File: src/rtl/spectrum_bar_renderer_if.sv
// Bus bundle between the spectrum bar renderer, its bin store and the framebuffer write port.
// The master modport is the renderer side. The slave modport is the bin store, framebuffer and control side.
interface spectrum_bar_renderer_if #(
    parameter int ADDR_WIDTH = 19,
    parameter int NUM_BARS   = 16,
    parameter int MAG_WIDTH  = 10
);
    logic                        start;
    logic                        busy;
    logic                        done;
    logic                        bin_rd_en;
    logic [$clog2(NUM_BARS)-1:0] bin_rd_addr;
    logic [MAG_WIDTH-1:0]        bin_rd_data;
    logic                        wr_en;
    logic [ADDR_WIDTH-1:0]       wr_addr;
    logic                        wr_data;

    modport master (
        input  start, bin_rd_data,
        output busy, done, bin_rd_en, bin_rd_addr, wr_en, wr_addr, wr_data
    );

    modport slave (
        output start, bin_rd_data,
        input  busy, done, bin_rd_en, bin_rd_addr, wr_en, wr_addr, wr_data
    );
endinterface

File: src/rtl/spectrum_bar_renderer.sv
// Redraws a 1-bit framebuffer as NUM_BARS vertical bars, one pixel per clock, column-major.
// Optional macro RENDER_PEAK_EN adds decaying peak-hold markers above each bar.
module spectrum_bar_renderer #(
    parameter int SCREEN_WIDTH  = 640,
    parameter int SCREEN_HEIGHT = 480,
    parameter int ADDR_WIDTH    = $clog2(SCREEN_WIDTH*SCREEN_HEIGHT),
    parameter int NUM_BARS      = 16,
    parameter int BAR_GAP       = 1,
    parameter int MAG_WIDTH     = 10
) (
    input logic wrclk,
    input logic reset,
    spectrum_bar_renderer_if.master bus
);
    localparam int BAR_W    = SCREEN_WIDTH / NUM_BARS;
    localparam int BARS_END = NUM_BARS * BAR_W;
    localparam int XW       = $clog2(SCREEN_WIDTH);
    localparam int YW       = $clog2(SCREEN_HEIGHT);
    localparam int BW       = $clog2(NUM_BARS);
    localparam int CW       = $clog2(BAR_W);

    localparam logic [XW-1:0] X_LAST   = XW'(SCREEN_WIDTH - 1);
    localparam logic [YW-1:0] Y_LAST   = YW'(SCREEN_HEIGHT - 1);
    localparam logic [CW-1:0] COL_LAST = CW'(BAR_W - 1);

    typedef enum logic [2:0] {IDLE, FETCH, LATCH, DRAW, DONE} state_t;

    state_t                state;
    state_t                next_state;
    logic [XW-1:0]         x;
    logic [YW-1:0]         y;
    logic [BW-1:0]         bar;
    logic [CW-1:0]         col;
    logic [ADDR_WIDTH-1:0] addr;
    logic [MAG_WIDTH-1:0]  mag;
    logic [MAG_WIDTH-1:0]  mag_clamped;
    logic                  col_end;
    logic                  last_col;
    logic                  next_bar;
    logic                  in_bar;
    logic                  bar_lit;
    logic                  peak_lit;

    // col tracks x mod BAR_W incrementally so the gap test needs no divider.
    always_comb begin
        mag_clamped = (32'(bus.bin_rd_data) > 32'(SCREEN_HEIGHT)) ?
                      MAG_WIDTH'(SCREEN_HEIGHT) : bus.bin_rd_data;
        col_end     = (y == Y_LAST);
        last_col    = (x == X_LAST);
        next_bar    = (col == COL_LAST) && (32'(x) + 32'd1 < 32'(BARS_END));
        in_bar      = (32'(x) < 32'(BARS_END)) && (32'(col) < 32'(BAR_W - BAR_GAP));
        bar_lit     = (32'(y) + 32'(mag) >= 32'(SCREEN_HEIGHT));
    end

`ifdef RENDER_PEAK_EN
    logic [MAG_WIDTH-1:0] peak [NUM_BARS];
    logic [MAG_WIDTH-1:0] peak_dec;
    logic [MAG_WIDTH-1:0] peak_next;

    always_comb begin
        peak_dec  = (peak[bar] == '0) ? '0 : peak[bar] - MAG_WIDTH'(1);
        peak_next = (mag_clamped > peak_dec) ? mag_clamped : peak_dec;
        peak_lit  = (peak[bar] != '0) &&
                    (32'(y) + 32'(peak[bar]) == 32'(SCREEN_HEIGHT));
    end

    // Each bar's peak decays by one per frame unless the new magnitude beats it.
    always_ff @(posedge wrclk or posedge reset) begin
        if (reset) begin
            for (int i = 0; i < NUM_BARS; i++) begin
                peak[i] <= '0;
            end
        end else if (state == LATCH) begin
            peak[bar] <= peak_next;
        end
    end
`else
    assign peak_lit = 1'b0;
`endif

    always_ff @(posedge wrclk or posedge reset) begin
        if (reset) begin
            state <= IDLE;
        end else begin
            state <= next_state;
        end
    end

    always_comb begin
        next_state = state;
        case (state)
            IDLE:    if (bus.start) next_state = FETCH;
            FETCH:   next_state = LATCH;
            LATCH:   next_state = DRAW;
            DRAW: begin
                if (col_end) begin
                    if (last_col) begin
                        next_state = DONE;
                    end else if (next_bar) begin
                        next_state = FETCH;
                    end
                end
            end
            DONE:    next_state = IDLE;
            default: next_state = IDLE;
        endcase
    end

    // Address steps by one row per pixel and restarts at x+1 at column end, so no multiplier.
    always_ff @(posedge wrclk or posedge reset) begin
        if (reset) begin
            x    <= '0;
            y    <= '0;
            bar  <= '0;
            col  <= '0;
            addr <= '0;
            mag  <= '0;
        end else begin
            case (state)
                IDLE: begin
                    if (bus.start) begin
                        x    <= '0;
                        y    <= '0;
                        bar  <= '0;
                        col  <= '0;
                        addr <= '0;
                    end
                end
                LATCH: mag <= mag_clamped;
                DRAW: begin
                    if (col_end) begin
                        y    <= '0;
                        addr <= ADDR_WIDTH'(x) + ADDR_WIDTH'(1);
                        if (!last_col) begin
                            x   <= x + XW'(1);
                            col <= (col == COL_LAST) ? '0 : col + CW'(1);
                            if (next_bar) begin
                                bar <= bar + BW'(1);
                            end
                        end
                    end else begin
                        y    <= y + YW'(1);
                        addr <= addr + ADDR_WIDTH'(SCREEN_WIDTH);
                    end
                end
                default: ;
            endcase
        end
    end

    assign bus.busy        = (state != IDLE);
    assign bus.done        = (state == DONE);
    assign bus.bin_rd_en   = (state == FETCH);
    assign bus.bin_rd_addr = bar;
    assign bus.wr_en       = (state == DRAW);
    assign bus.wr_addr     = addr;
    assign bus.wr_data     = (state == DRAW) && in_bar && (bar_lit || peak_lit);
endmodule

File: src/flat_wrapper.sv
// flat-port wrapper written by rule: the top's interface ports become plain ports
module spectrum_bar_renderer_flat 
#(
    parameter int SCREEN_WIDTH  = 640,
    parameter int SCREEN_HEIGHT = 480,
    parameter int ADDR_WIDTH    = $clog2(SCREEN_WIDTH*SCREEN_HEIGHT),
    parameter int NUM_BARS      = 16,
    parameter int BAR_GAP       = 1,
    parameter int MAG_WIDTH     = 10
)
  (wrclk, reset, bus_start, bus_bin_rd_data, bus_busy, bus_done, bus_bin_rd_en, bus_bin_rd_addr, bus_wr_en, bus_wr_addr, bus_wr_data);
  spectrum_bar_renderer_if #(.ADDR_WIDTH(ADDR_WIDTH), .NUM_BARS(NUM_BARS), .MAG_WIDTH(MAG_WIDTH)) bus_i ();
  input logic wrclk;
  input logic reset;
  input wire logic [$bits(bus_i.start)-1:0] bus_start;
  input wire logic [$bits(bus_i.bin_rd_data)-1:0] bus_bin_rd_data;
  output wire logic [$bits(bus_i.busy)-1:0] bus_busy;
  output wire logic [$bits(bus_i.done)-1:0] bus_done;
  output wire logic [$bits(bus_i.bin_rd_en)-1:0] bus_bin_rd_en;
  output wire logic [$bits(bus_i.bin_rd_addr)-1:0] bus_bin_rd_addr;
  output wire logic [$bits(bus_i.wr_en)-1:0] bus_wr_en;
  output wire logic [$bits(bus_i.wr_addr)-1:0] bus_wr_addr;
  output wire logic [$bits(bus_i.wr_data)-1:0] bus_wr_data;
  assign bus_i.start = bus_start;
  assign bus_i.bin_rd_data = bus_bin_rd_data;
  assign bus_busy = bus_i.busy;
  assign bus_done = bus_i.done;
  assign bus_bin_rd_en = bus_i.bin_rd_en;
  assign bus_bin_rd_addr = bus_i.bin_rd_addr;
  assign bus_wr_en = bus_i.wr_en;
  assign bus_wr_addr = bus_i.wr_addr;
  assign bus_wr_data = bus_i.wr_data;
  spectrum_bar_renderer #(.SCREEN_WIDTH(SCREEN_WIDTH), .SCREEN_HEIGHT(SCREEN_HEIGHT), .ADDR_WIDTH(ADDR_WIDTH), .NUM_BARS(NUM_BARS), .BAR_GAP(BAR_GAP), .MAG_WIDTH(MAG_WIDTH)) u_core (.wrclk(wrclk), .reset(reset), .bus(bus_i));
endmodule
File: config.mk
export PLATFORM = sky130hd
export DESIGN_NAME = spectrum_bar_renderer_flat
export DESIGN_NICKNAME = d
export VERILOG_FILES = /design/src/rtl/spectrum_bar_renderer_if.sv /design/src/rtl/spectrum_bar_renderer.sv /design/src/flat_wrapper.sv
export SDC_FILE = /design/constraint.sdc
export NUM_CORES = 1
export LEC_CHECK = 0
export CAP_MARGIN = 40
export CORE_MARGIN = 4
export CORE_UTILIZATION = 50
export DETAILED_ROUTE_END_ITERATION = 16
export PLACE_DENSITY = 0.69
export SYNTH_ARGS = -nofsm -noshare
export SYNTH_HDL_FRONTEND = slang
export SYNTH_SLANG_ARGS = --single-unit
File: constraint.sdc
create_clock -name wrclk -period 2.7 [get_ports wrclk]
set_clock_uncertainty 0.2 [all_clocks]
set_input_delay 0.405 -clock wrclk [delete_from_list [all_inputs] [get_ports wrclk]]
set_output_delay 0.405 -clock wrclk [all_outputs]
set_load 0.02 [all_outputs]
==> Yosys cells after proc, flatten, opt, wreduce, memory -nomap -nowiden <==
Index checks and enable logic that the tools add are counted.
{ "word_totals": {"word_cells": 69, "input_bits": 13, "register_bits": 61, "out_inout_bits": 28} }
{ "op_classes": {"n_reduce_logical": 11, "n_lt_le_gt_ge": 5, "eq_ne": 12, "muxes": 26, "add_sub_neg": 8} }
{ "op_table": {"columns": ["operator", "count"], "rows": [
  ["10-bit 2-to-1 mux", 4],
  ["19-bit 2-to-1 mux", 2],
  ["19-bit case mux with 2 select lines", 1],
  ["32-bit by 9-bit >= comparator with 1-bit output, second input constant", 1],
  ["32-bit by 10-bit < comparator with 1-bit output, second input constant", 1],
  ["6-bit 2-to-1 mux", 4],
  ["10-bit by 1-bit adder with 11-bit output, second input constant", 2],
  ["10-bit case mux with 2 select lines", 1],
  ["19-bit by 10-bit adder with 19-bit output, second input constant", 1],
  ["9-bit 2-to-1 mux", 2],
  ["9-bit case mux with 2 select lines", 1],
  ["4-bit 2-to-1 mux", 4],
  ["3-bit 2-to-1 mux", 4],
  ["3-bit case mux with 4 select lines", 1],
  ["6-bit case mux with 2 select lines", 1],
  ["9-bit by 10-bit adder with 11-bit output", 1],
  ["10-bit by 1-bit adder with 10-bit output, second input constant", 1],
  ["10-bit == test, second input constant", 1],
  ["10-bit by 9-bit > comparator with 1-bit output, second input constant", 1],
  ["10-bit < comparator, second input constant", 1],
  ["9-bit by 1-bit adder with 9-bit output, second input constant", 1],
  ["9-bit == test, second input constant", 1],
  ["4-bit case mux with 2 select lines", 1],
  ["6-bit by 1-bit adder with 6-bit output, second input constant", 1],
  ["other kinds (17)", 23]
]} }

==> Depth between registers and ports, before layout <==
{ "depth": {"word_depth": 7, "ltp_mapped": 9, "depth_no_buf": 9} }

==> Worst setup path after synthesis <==
OpenSTA, ideal clock, no wires.
{ "synth_path": {"kind": "register to output", "startpoint": "register u_core.y[0]", "endpoint": "output bus_wr_data", "arrival_time_ps": 2059, "required_ps": 2095, "stages_incl_launch_ff": 10, "setup_slack_ps": 36, "path_buffers": 0, "path_cell_list": "dfrtp_1 > ha_1 > inv_1 > fa_1 > nand2b_1 > a21oi_1 > nor2_1 > mux2i_1 > o2111ai_1 > o21ai_0"} }
{ "synth_between": {"elab_chain_cells": 3} }
{ "synth_rtl": {"columns": ["item", "line", "text"], "rows": [
  ["start: declaration", "spectrum_bar_renderer.sv:31", "logic [YW-1:0] y;"],
  ["start signal: assignment", "spectrum_bar_renderer.sv:142", "y <= y + YW'(1);"],
  ["9-bit by 10-bit adder with 11-bit output", "spectrum_bar_renderer.sv:52", "bar_lit = (32'(y) + 32'(mag) >= 32'(SCREEN_HEIGHT));"],
  ["32-bit by 9-bit >= comparator with 1-bit output", "spectrum_bar_renderer.sv:52", null],
  ["1-bit logical AND", "spectrum_bar_renderer.sv:157", "assign bus.wr_data = (state == DRAW) && in_bar && (bar_lit || peak_lit);"],
  ["end: declaration", "flat_wrapper.sv:23", "output wire logic [$bits(bus_i.wr_data)-1:0] bus_wr_data;"]
]} }
Every way passes these cells.

==> Final worst setup path <==
{ "layout_path": {"startpoint": "register u_core.y[6]", "endpoint": "output bus_wr_data"} }
The elaborated chain is that of the path after synthesis.

==> results.cfg <==
[logic_synthesis]
syn_avg_cell_area_sq_um = 8.938
synth_fp_nets = 419
synthTopCellsByArea = dfrtp_1 44%, nand2_1 6.6%, o21ai_0 5.9%
postSynthCellCount = 391
synthArstFlopShare = 1.000
ys_seq_area_frac = 0.4368
ys.flop_type = dfrtp_1
ys_ff_latch = 61
ys_warn_count = 0
synth_top_area_share = 0.4368
yosysTopAreaCell = dfrtp_1
syn_area_sq_um = 3495
netlist_top_cells_count = 61 x dfrtp_1, 61 x nand2_1, 41 x o21ai_0, 22 x o21ai_1, 20 x nor2_1
synth-edff-count = 0
ys_types = 57

[layout]
nets = 506
drive_gt1_frac = 0.1822
design_area_sq_um = 4569
finalNonFillerCells = 579
area_growth_pct = 30.76
utilization = 0.6726
diodes = 0
fill_cells = 544

[cts]
cts_tree = built
clock_path_buffers = 2
clockRootBuffer = clkbuf_8
htree_levels = 3
hold_buffers = 0
cts_sinks = 61
cts-buffers-inserted = 9
path_clk_slew_ns = 0.07
insertion_delay_ns = 0.34

[drt]
wl_per_cell_um = 14.81
via_per_inst = 5.637
route.detailed.drc = 0
wl_mm = 8.575
drt-initial-drc-count = 219
ant_nets = 0
drt_pass1_iterations = 4
via_count = 3264

[power]
peakVddDrop_mv = 0.2753
power_density_nw_per_um2 = 387.0
p_leak_nw = 2.010

[critical_path]
critPathCaptureType = primary output
crit_path_start_kind = flip-flop
startpoint = u_core.y[6]
rrSetupSlack_ns = 0.22
required_ns = 2.10
r2r_end = u_core.x[5]
reg2reg_depth = 7
crit_arrival_ns = 2.23
reg2reg_from = u_core.x[1]
path_class = reg -> out
crit_fanout = 3

[sta]
slew_headroom = 0.6118
tightestPinTransition_ns = 0.5779
whs_ns = 0.2505
timing.final.hold_violations = 0
setup_tns_ns = -0.1303
report.final.slew_viol_count = 0
finalWorstSetupSlack_ns = -0.1303
setup_viol = 1
finalCritPeriodShare = 1.048
fin_crit_ns = 2.830
rsz0062_at_grt = yes
max_clock_freq_mhz = 353.3

[run_status]
failed_checks = negative setup slack
status = finished with violations

[grt]
grt_pass1_vias = 3299
grt_pass1_wl_mm = 15.12
antenna_found_initial = 0
grt_start_max_net_pins = 62
track_usage = 0.2191
grt_overflow = 0

[die]
fp.dieH_um = 91.60
die_x_um = 91.60
start_util = 0.5144
die_area_sq_um = 8391
core_sq_um = 6794
rows = 30
pin_count = 41

[placement]
gp_congestion = 0.9273
dpl_cell_area_sq_um = 4314
hpwl_mm = 6.197
io_buffer_count = 40
dp_cells = 559

[run]
drv_cap = 0

[hold_path]
min_path_type = in -> async
## metrics by stage
stage,setup WS [ns],power [mW]
final,-0.1303,1.768
after global routing,-0.2403,1.830
after CTS,-0.1203,1.784
after detailed placement,-0.3312,1.041
after global placement,-0.2862,1.038
after floorplan,0.03585,0.9930
## cell families (layout without fill, tap and decap cells)
group / Yosys count / in the layout / share of synthesized area
buffers and inverters: 23 / 115 / 0.02864
AOI/OAI and AO/OA: 123 / 123 / 0.2163
muxes: 2 / 2 / 0.006087
DFF: 61 / 61 / 0.4368
adders and majority gates: 15 / 15 / 0.05585
and+or+nand+nor: 155 / 155 / 0.2263
xor gates and xnor gates: 12 / 12 / 0.03008
## routing by layer
metal / part of all wire / wire length, um / global-route usage / up-vias
li1: - / - / - / 1608
met1: 0.43 / 3719 / 0.2767 / 1569
met2: 0.51 / 4364 / 0.3804 / 74
met3: 0.044 / 377 / 0.03314 / 13
met4: 0.013 / 113 / 0.07412 / 0
met5: 0 / 0 / 0 / -
## final cells by class
cell class / count / area, sq um / area share
Multi-Input combinational cell: 307 / 1912 / 0.4184
Sequential cell: 61 / 1526 / 0.3341
Timing Repair Buffer: 92 / 807.0 / 0.1766
Clock buffer: 12 / 155.1 / 0.03395
Tap cell: 96 / 120.1 / 0.02629
Inverter: 7 / 26.28 / 0.005750
Clock inverter: 4 / 22.52 / 0.004929
## what timing repair did
action	4_1_cts	5_1_grt
pin swaps	12	1
resized for setup	19	2
buffers inserted	3	1
setup endpoints to repair	1	2
## power by group
| part | switching, mW | internal [mW] |
|---|---|---|
| registers | 0.00428 | 0.921 |
| clock network | 0.358 | 0.378 |
| logic | 0.0563 | 0.0502 |
## critical path: stages (launching register included)
cell and delay [ns]:
dfrtp_1 0.39, ha_1 0.31, o21a_1 0.21, and4_1 0.18, a211o_1 0.27, o311ai_1 0.26
o21ai_1 0.10, buf_4 0.17
## placed cells by master, fill, tap and decap left out, types with 5 or more instances in the layout
| master | instances |
|---|---|
| and4_1 | 6 |
| xor2_1 | 9 |
| clkbuf_8 | 11 |
| nand2_1 | 61 |
| and2_1 | 6 |
| o21ai_0 | 39 |
| nand4_1 | 8 |
| a21oi_1 | 14 |
| o21ai_1 | 23 |
| nand3_1 | 17 |
| a22o_1 | 5 |
| dfrtp_1 | 61 |
| clkdlybuf4s50_1 | 38 |
| o31ai_1 | 11 |
| ha_1 | 13 |
| buf_4 | 51 |
| nor2_1 | 19 |
| nor3_1 | 7 |
## worst max-delay path by stage
stage,cells after the start,end,slack (ns)
floorplan,9,bus_wr_data,0.04
global placement,10,bus_wr_data,-0.29
detailed placement,10,bus_wr_data,-0.33
CTS,7,bus_wr_data,-0.12
global route,10,bus_wr_data,-0.24
finish,7,bus_wr_data,-0.13
## registers in the layout, indices dropped and copies added, names as in the netlist
signal,count
u_core.y,9
u_core.mag,10
u_core.bus.wr_addr,19
u_core.x,10
u_core.bus.bin_rd_addr,4
u_core.col,6
u_core.state,3
No activity file was read; power rests on OpenSTA's default activity.
